$ cat src/rtl/sd_ctrl.sv
// sd_ctrl: programmable serial sequence detector with arm/run/done sequencing,
// valid-qualified input, saturating match counter and optional stop-after-N.
module sd_ctrl #(
   parameter int unsigned MAXLEN = 8,
   parameter int unsigned CNTW   = 8
) (
   input  logic                      Clk,
   input  logic                      Rst_n,
   input  logic                      Cfg_we,
   input  logic [MAXLEN-1:0]         Cfg_pattern,
   input  logic [$clog2(MAXLEN):0]   Cfg_len,
   input  logic                      Cfg_overlap,
   input  logic [CNTW-1:0]           Cfg_target,
   input  logic                      Start,
   input  logic                      Abort,
   input  logic                      X,
   input  logic                      X_valid,
   output logic                      Y,
   output logic [CNTW-1:0]           Match_cnt,
   output logic                      Busy,
   output logic                      Done,
   output logic                      Cfg_err
);

   localparam int unsigned LW = $clog2(MAXLEN) + 1;

   typedef enum logic [1:0] {
      ST_IDLE = 2'd0,
      ST_RUN  = 2'd1,
      ST_DONE = 2'd2
   } state_e;

   state_e            state_q, state_d;
   logic [MAXLEN-1:0] pat_q, pat_d;
   logic [LW-1:0]     len_q, len_d;
   logic              ovl_q, ovl_d;
   logic [CNTW-1:0]   tgt_q, tgt_d;
   logic              cfg_valid_q, cfg_valid_d;
   logic              cfg_err_q, cfg_err_d;
   logic [MAXLEN-1:0] hist_q, hist_d;
   logic [LW-1:0]     fill_q, fill_d;
   logic [CNTW-1:0]   cnt_q, cnt_d;
   logic              y_q, y_d;
   logic              busy_q, busy_d;
   logic              done_q, done_d;

   logic [MAXLEN-1:0] len_mask;
   logic [MAXLEN-1:0] hist_nxt;
   logic [LW-1:0]     fill_nxt;
   logic [CNTW-1:0]   cnt_inc;
   logic              match;

   // Window mask selecting the low len bits of history/pattern
   always_comb begin
      len_mask = '0;
      for (int unsigned i = 0; i < MAXLEN; i++) begin
         len_mask[i] = (LW'(i) < len_q);
      end
   end

   // Candidate shift/fill/match values for a valid bit in RUN
   always_comb begin
      hist_nxt = MAXLEN'({hist_q, X});
      fill_nxt = (fill_q >= len_q) ? len_q : fill_q + LW'(1);
      match    = (fill_nxt == len_q) && (((hist_nxt ^ pat_q) & len_mask) == '0);
      cnt_inc  = (cnt_q == '1) ? cnt_q : cnt_q + CNTW'(1);
   end

   // Next-state and registered-output decode
   always_comb begin
      state_d     = state_q;
      pat_d       = pat_q;
      len_d       = len_q;
      ovl_d       = ovl_q;
      tgt_d       = tgt_q;
      cfg_valid_d = cfg_valid_q;
      cfg_err_d   = cfg_err_q;
      hist_d      = hist_q;
      fill_d      = fill_q;
      cnt_d       = cnt_q;
      y_d         = 1'b0;
      busy_d      = busy_q;
      done_d      = done_q;

      if (state_q == ST_RUN) begin
         // Abort wins over any same-cycle match or target hit
         if (Abort) begin
            state_d = ST_IDLE;
            busy_d  = 1'b0;
         end else if (X_valid) begin
            hist_d = hist_nxt;
            fill_d = fill_nxt;
            if (match) begin
               y_d   = 1'b1;
               cnt_d = cnt_inc;
               if (!ovl_q) begin
                  fill_d = '0;
               end
               if ((tgt_q != '0) && (cnt_inc == tgt_q)) begin
                  state_d = ST_DONE;
                  busy_d  = 1'b0;
                  done_d  = 1'b1;
               end
            end
         end
      end else begin
         // Config write is resolved before Start so Start sees its outcome
         if (Cfg_we) begin
            if ((Cfg_len == '0) || (Cfg_len > LW'(MAXLEN))) begin
               cfg_err_d   = 1'b1;
               cfg_valid_d = 1'b0;
            end else begin
               pat_d       = Cfg_pattern;
               len_d       = Cfg_len;
               ovl_d       = Cfg_overlap;
               tgt_d       = Cfg_target;
               cfg_err_d   = 1'b0;
               cfg_valid_d = 1'b1;
            end
         end
         if (Start && cfg_valid_d) begin
            state_d = ST_RUN;
            hist_d  = '0;
            fill_d  = '0;
            cnt_d   = '0;
            done_d  = 1'b0;
            busy_d  = 1'b1;
         end
      end
   end

   // State and output registers with synchronous active-low reset
   always_ff @(posedge Clk) begin
      if (!Rst_n) begin
         state_q     <= ST_IDLE;
         pat_q       <= '0;
         len_q       <= '0;
         ovl_q       <= 1'b0;
         tgt_q       <= '0;
         cfg_valid_q <= 1'b0;
         cfg_err_q   <= 1'b0;
         hist_q      <= '0;
         fill_q      <= '0;
         cnt_q       <= '0;
         y_q         <= 1'b0;
         busy_q      <= 1'b0;
         done_q      <= 1'b0;
      end else begin
         state_q     <= state_d;
         pat_q       <= pat_d;
         len_q       <= len_d;
         ovl_q       <= ovl_d;
         tgt_q       <= tgt_d;
         cfg_valid_q <= cfg_valid_d;
         cfg_err_q   <= cfg_err_d;
         hist_q      <= hist_d;
         fill_q      <= fill_d;
         cnt_q       <= cnt_d;
         y_q         <= y_d;
         busy_q      <= busy_d;
         done_q      <= done_d;
      end
   end

   assign Y         = y_q;
   assign Match_cnt = cnt_q;
   assign Busy      = busy_q;
   assign Done      = done_q;
   assign Cfg_err   = cfg_err_q;

endmodule

$ cat config.mk
export PLATFORM = sky130hd
export DESIGN_NAME = sd_ctrl
export DESIGN_NICKNAME = d
export VERILOG_FILES = /design/src/rtl/sd_ctrl.sv
export SDC_FILE = /design/constraint.sdc
export NUM_CORES = 1
export LEC_CHECK = 0
export ABC_AREA = 1
export BUFFER_PORTS_ARGS = -buffer_cell sky130_fd_sc_hd__buf_2
export CAP_MARGIN = 20
export CORE_MARGIN = 5
export CORE_UTILIZATION = 56
export DETAILED_ROUTE_END_ITERATION = 10
export PLACE_DENSITY = 0.79
export RECOVER_POWER = 50
export SLEW_MARGIN = 20
export SYNTH_ARGS = -nofsm -noshare
export SYNTH_HDL_FRONTEND = slang
export SYNTH_SLANG_ARGS = --single-unit
$ cat constraint.sdc
create_clock -name Clk -period 2.7 [get_ports Clk]
set_input_delay 0 -clock Clk [delete_from_list [all_inputs] [get_ports Clk]]
set_output_delay 0 -clock Clk [all_outputs]
set_load 0.02 [all_outputs]
==> results of run 1 <==
[repair_timing]
action	CTS	global route
endpoints found under the setup margin	0	0
hold buffers	21	0
endpoints found under the hold margin	21	0
[registers in the layout, indices dropped and copies added, names as in the netlist]
| register | flops |
|---|---|
| state_q | 2 |
| fill_q | 4 |
| len_q | 4 |
| ovl_q | 1 |
| Cfg_err | 1 |
| Y | 1 |
| Done | 1 |
| cfg_valid_q | 1 |
| hist_q | 7 |
| tgt_q | 8 |
| Match_cnt | 8 |
| pat_q | 8 |
[tightest hold or removal path, delay by kind of cell]
| kind | cells | cell delay (ns) |
|---|---|---|
| AO/OA/AOI/OAI | 2 | 0.20 |
| buffers and inverters | 1 | 0.08 |
[how the worst max path moves through the flow]
stage                       startpoint           end
after global placement       fill_q[0]  Match_cnt[0]
after global routing         fill_q[0]  Match_cnt[0]
final                        fill_q[0]  Match_cnt[7]
after CTS                    fill_q[0]  Match_cnt[7]
after floorplan           Match_cnt[0]    state_q[0]
after detailed placement     fill_q[0]  Match_cnt[2]
[routing by layer]
metal  global-route usage (%)  up-vias  part of all wire [%]
met5                        0        -                     0
met4                     5.84        0                   1.7
met3                     4.68       10                   6.0
met2                     36.1       83                    46
met1                     29.4     1174                    46
li1                         -     1337                     -
[cells in the final DEF, fill, tap and decap left out, types with 3 or more instances in the layout]
| master | count |
|---|---|
| nand2_1 | 95 |
| dfxtp_1 | 46 |
| nor2_1 | 41 |
| inv_1 | 40 |
| a21oi_1 | 33 |
| o21ai_0 | 32 |
| buf_2 | 27 |
| nand3_1 | 25 |
| dlygate4sd3_1 | 21 |
| clkbuf_1 | 12 |
| xor2_1 | 9 |
| nand4_1 | 7 |
| ha_1 | 6 |
| o21ai_1 | 5 |
| clkbuf_8 | 5 |
| inv_2 | 4 |
| nand2_2 | 4 |
| o211ai_1 | 3 |
| inv_6 | 3 |
[stage by stage]
stage	std cells	instance area, um2	hold slack, ns	total power, uW
final	489	3040	-0.00645	1550
after CTS	489	3060	0.00876	1550
after floorplan	376	2520	0.135	986
after global placement	460	2750	0.223	1070
after detailed placement	460	2750	0.227	1070
after global routing	489	3040	0.0104	1640
[area by class of cell]
type,instances,area share (%)
well taps,52,2.14
inverters,45,5.64
flip-flops and latches,46,30.3
clock buffers,5,2.27
multi-input cells,276,45.4
repair buffers,62,13.3
clock inverters,3,0.865
[report_power, final]
group,leakage (uW),switching (uW),internal (uW)
clock network,0.0000495,267,193
registers,0.000376,40.0,719
logic,0.000994,202,127
total,0.00142,509,1040
[cells by family (layout without fill, tap and decap cells)]
family,count (synthesis),count (layout),share of synthesized area [%]
xor gates and xnor gates,12,12,4.47
buffers and inverters,54,115,8.50
adders and majority gates,6,6,2.98
DFF,46,46,36.6
AOI/OAI and AO/OA,78,78,16.6
and+or+nand+nor,180,180,30.9
==> results.yml, run 1 <==
yosys:
  synth_cell_types: 30
  avgSynthCellArea_um2: 6.70
  synth_top_cells_by_count: "95 x nand2_1, 46 x dfxtp_1, 40 x nor2_1"
  synth_area_leaders: "dfxtp_1 37%, nand2_1 14%, a21oi_1 6.6%"
  syn_inst: 376
  ys_seq_elements: 46
  synthArstFlopShare_pct: 0
  yosysTopAreaCell: "dfxtp_1"
  netlist_area_um2: 2520
  seq_area_frac_synth_pct: 36.6
  yosysMostFrequentCell: "nand2_1"
  yosysWarnings: 0
  synth_edf_count: 0
  synthFlopType: "dfxtp_1"
  synth_top_area_share_pct: 36.6
  syn_nets: 410
clock_network:
  cts_buffer_depth: 2
  cts-root-buf: "clkbuf_8"
  clock_latency_ns: 0.31
  post_cts.repair.setup_buffers: 0
  cts.reportedPaths.clkPinSlew_ns: 0.10
  cts_sinks: 46
  cts_tree: "yes"
  cts_buffers: 5
  cts_resized: 0
  htreeDepth: 2
power_and_ir_drop:
  ir_worst_vdd_uv: 378
  p_per_area_nw_per_um2: 509
  static-leakage-power_uw: 0.00142
drt:
  dr_total_vias: 2604
  drtPass1Iterations: 5
  drt-total-wl_mm: 6.39
  drcViolationCount: 0
  via_per_inst: 5.33
  wl_per_cell_um: 13.1
  postRouteAntennaNets: 0
  first_iter_violations: 178
grt:
  antenna_found_initial: 0
  grt_usage_pct: 22.0
  grt.overflow.total: 0
  grt_max_degree: 27
  grt_pass1_wl_mm: 10.8
  grt_pass1_vias: 2366
setup_path:
  required_ns: 2.91
  arrival_ns: 2.42
  cp-end-kind: "register"
  critPathBufInv: 3
  cp_slowest_cell: "dfxtp_1"
  reg2reg_depth: 13
  crit_top_cell: "nand2_1"
  worst_r2r_endpoint: "Match_cnt[7]"
  path_max_fanout: 9
  crit_chain: "inv_1, ha_1, inv_1, nand2_1, a21oi_1, o21a_1, nand2_1, nand2_1, nand2_1, nand2_4, inv_4, o21ai_0, nor2_1"
  start_kind: "register"
  cpPeakStageDelay_ns: 0.47
  rrSetupSlack_ns: 0.49
  path_depth: 13
  reg2reg_from: "fill_q[0]"
  critPathKind: "reg -> reg"
  critPathTopFamily: "simple AND/OR/NAND/NOR gates"
place:
  dp_hpwl_mm: 4.47
  gp_congestion: 0.847
  place_ws_ns: 0.514
  portBuffers: 39
layout:
  area_growth_syn_to_layout_pct: 20.7
  seqCellArea_um2: 921
  multiInputGateArea_um2: 1380
  drive_above_1_share_pct: 12.6
  fin_util_pct: 69.8
  num-fill-cells: 384
  antenna_cells: 0
  fin_nets: 470
die:
  initial_core_util_pct: 57.8
  die_area_um2: 5940
  die_h_um: 77.0
  rows: 24
  core_area_um2: 4350
  pin_count: 40
  chipWidth_um: 77.0
run_status:
  violations: "hold timing"
  status: "finished, violations left"
worst_hold_path:
  min_from: "Cfg_target[7]"
  hold_class: "in -> reg"
  whs_endpoint: "tgt_q[7]"
  hold_depth: 3
timing:
  slew_headroom_pct: 71.8
  rsz0062_at_grt: "false"
  hold_viol_final: 1
  drv_slew: 0
  setup_slack_ns: 0.491
  setup_viol: 0
  setup_tns_ns: 0
  clock_skew_ns: 0.0132
  fmax_mhz: 453
  hold-worst-slack_ns: -0.00645
  fin_crit_ns: 2.21
  tightest_slew_ns: 0.423
  post-route-period-util_pct: 81.8
run:
  maxCapViolCount: 0
Power figures use the tool's default switching activity.
==> run 2, diff against run 1 <==
CORE_UTILIZATION = 51   (was 56)
PLACE_DENSITY = 0.76   (was 0.79)
clock period = 2 ns   (was 2.7 ns; I/O delays follow)
==> run 2 against run 1 <==
Net effect: the run still ends with hold timing left; largest power group unchanged; flip-flop and latch count is the same; die area grew 8.5%; fmax grew 18%; utilization shrank 2.5 points; worst hold slack gained 0.0040 ns; highest routed layer unchanged; sequential power grew 34%; sequential share of layout area shrank 1.2 points; clock skew shrank 0.0066 ns.
==> results.yml, run 2 (synthesis results as in run 1) <==
run_status:
  status: "finished, violations left"
  violations: "hold timing"
drt:
  dr_total_vias: 2756
  drtPass1Iterations: 5
  postRouteAntennaNets: 0
  via_per_inst: 5.32
  drt-total-wl_mm: 6.92
  wl_per_cell_um: 13.4
  first_iter_violations: 199
  drcViolationCount: 0
place:
  portBuffers: 39
  placed_cells: 481
  dpl_cell_area_um2: 2810
  gp_congestion: 0.908
  dp_hpwl_mm: 4.52
setup_path:
  path_max_fanout: 9
  rrSetupSlack_ns: 0.13
  cp_slowest_cell: "dfxtp_2"
  cpPeakStageDelay_ns: 0.35
  cp-end-kind: "register"
  crit_chain: "ha_1, nand2_1, o21ai_1, nor2_1, nand4_1, nand2_1, nand2_1, nand2_1, nand2_4, buf_4, a21oi_1, nor2_1"
  required_ns: 2.21
  crit_top_cell: "nand2_1"
  arrival_ns: 2.07
  start_kind: "register"
  critPathKind: "reg -> reg"
clock_network:
  cts_sinks: 46
  cts.reportedPaths.clkPinSlew_ns: 0.10
  htreeDepth: 2
  cts_buffer_depth: 2
  clock_latency_ns: 0.31
  cts-root-buf: "clkbuf_8"
  cts_tree: "yes"
  cts_buffers: 5
layout:
  mostFrequentLayoutCell: "nand2_1"
  final_area_um2: 3200
  fin_nets: 484
  fin_util_pct: 67.2
  layout.cells.non_filler: 518
  final_cell_mix: "95 x nand2_1, 39 x dfxtp_1, 38 x inv_1, 38 x nor2_1, 33 x a21oi_1"
  num-fill-cells: 446
  drive_above_1_share_pct: 18.8
  area_growth_syn_to_layout_pct: 27.0
  antenna_cells: 0
timing:
  clock_skew_ns: 0.00653
  drv_slew: 0
  tightest_slew_ns: 0.462
  fmax_mhz: 535
  slew_headroom_pct: 69.1
  setup_viol: 0
  hold-worst-slack_ns: -0.00248
  post-route-period-util_pct: 93.4
  fin_crit_ns: 1.87
  hold_viol_final: 1
  rsz0062_at_grt: "true"
run:
  maxCapViolCount: 0
die:
  rows: 25
  chipWidth_um: 80.3
  die_h_um: 80.3
  core_area_um2: 4750
  die_area_um2: 6440
  initial_core_util_pct: 52.9
  pin_count: 40
grt:
  antenna_found_initial: 0
  grt_pass1_vias: 2456
  grt_usage_pct: 21.9
  grt_max_degree: 31
  grt_pass1_wl_mm: 11.0
  grt.overflow.total: 0
power_and_ir_drop:
  ir_worst_vdd_uv: 489
  p_per_area_nw_per_um2: 667
  static-leakage-power_uw: 0.00149
worst_hold_path:
  hold_class: "in -> reg"
==> run 2: worst paths after layout <==
path                               startpoint            to  depth (start not counted)
worst max register to register      fill_q[0]  Match_cnt[0]                         12
worst max-delay path                fill_q[0]  Match_cnt[0]                         12
worst min-delay path            Cfg_target[7]      tgt_q[7]                          3
worst min register to register    cfg_valid_q   cfg_valid_q                          2
==> run 2: metal layers <==
metal  up-vias  global-route usage, %  routed length [um]
met5         -                      0                   0
met4         0                   6.76                 121
met3        18                   4.60                 503
met2       115                   37.9                3250
met1      1251                   27.0                3040
li1       1372                      -                   -
==> run 2: power breakdown <==
part | internal (uW) | switching, uW | leakage, uW
Sequential | 972 | 46.0 | 0.000379
Clock | 253 | 362 | 0.0000447
Combinational | 197 | 302 | 0.00107
==> run 2: timing repair <==
item,in CTS,in global routing
buffers inserted,0,7
resized for setup,0,16
hold endpoints to repair,20,0
setup endpoints to repair,0,21
hold buffers,20,0
==> run 2: cell type report <==
cell class                      count  area, um2  area share, %
Tap cell                           67       83.8           2.62
Sequential cell                    46        930           29.1
Clock inverter                      3       25.0          0.783
Inverter                           45        175           5.48
Timing Repair Buffer               74        495           15.5
Clock buffer                        5       68.8           2.15
Multi-Input combinational cell    277       1410           44.1
Timing Repair inverter              1       7.51          0.235
==> run 2: worst max-delay path, delay by kind of cell (launching register included) <==
kind,cells,cell delay (ns)
buf+inv,1,0.15
simple gates,8,0.76
compound gates,2,0.19
flops,1,0.35
fa+ha+maj,1,0.32
==> run 2: through the flow <==
stage | setup slack [ns] | hold slack (ns) | power, uW | setup TNS [ns]
floorplan | 0.0925 | 0.135 | 1330 | 0
global placement | 0.113 | 0.220 | 1460 | 0
detailed placement | 0.0488 | 0.230 | 1470 | 0
CTS | 0.0266 | 0.00625 | 2100 | 0
global route | -0.000104 | 0.0229 | 2250 | -0.000104
finish | 0.132 | -0.00248 | 2130 | 0
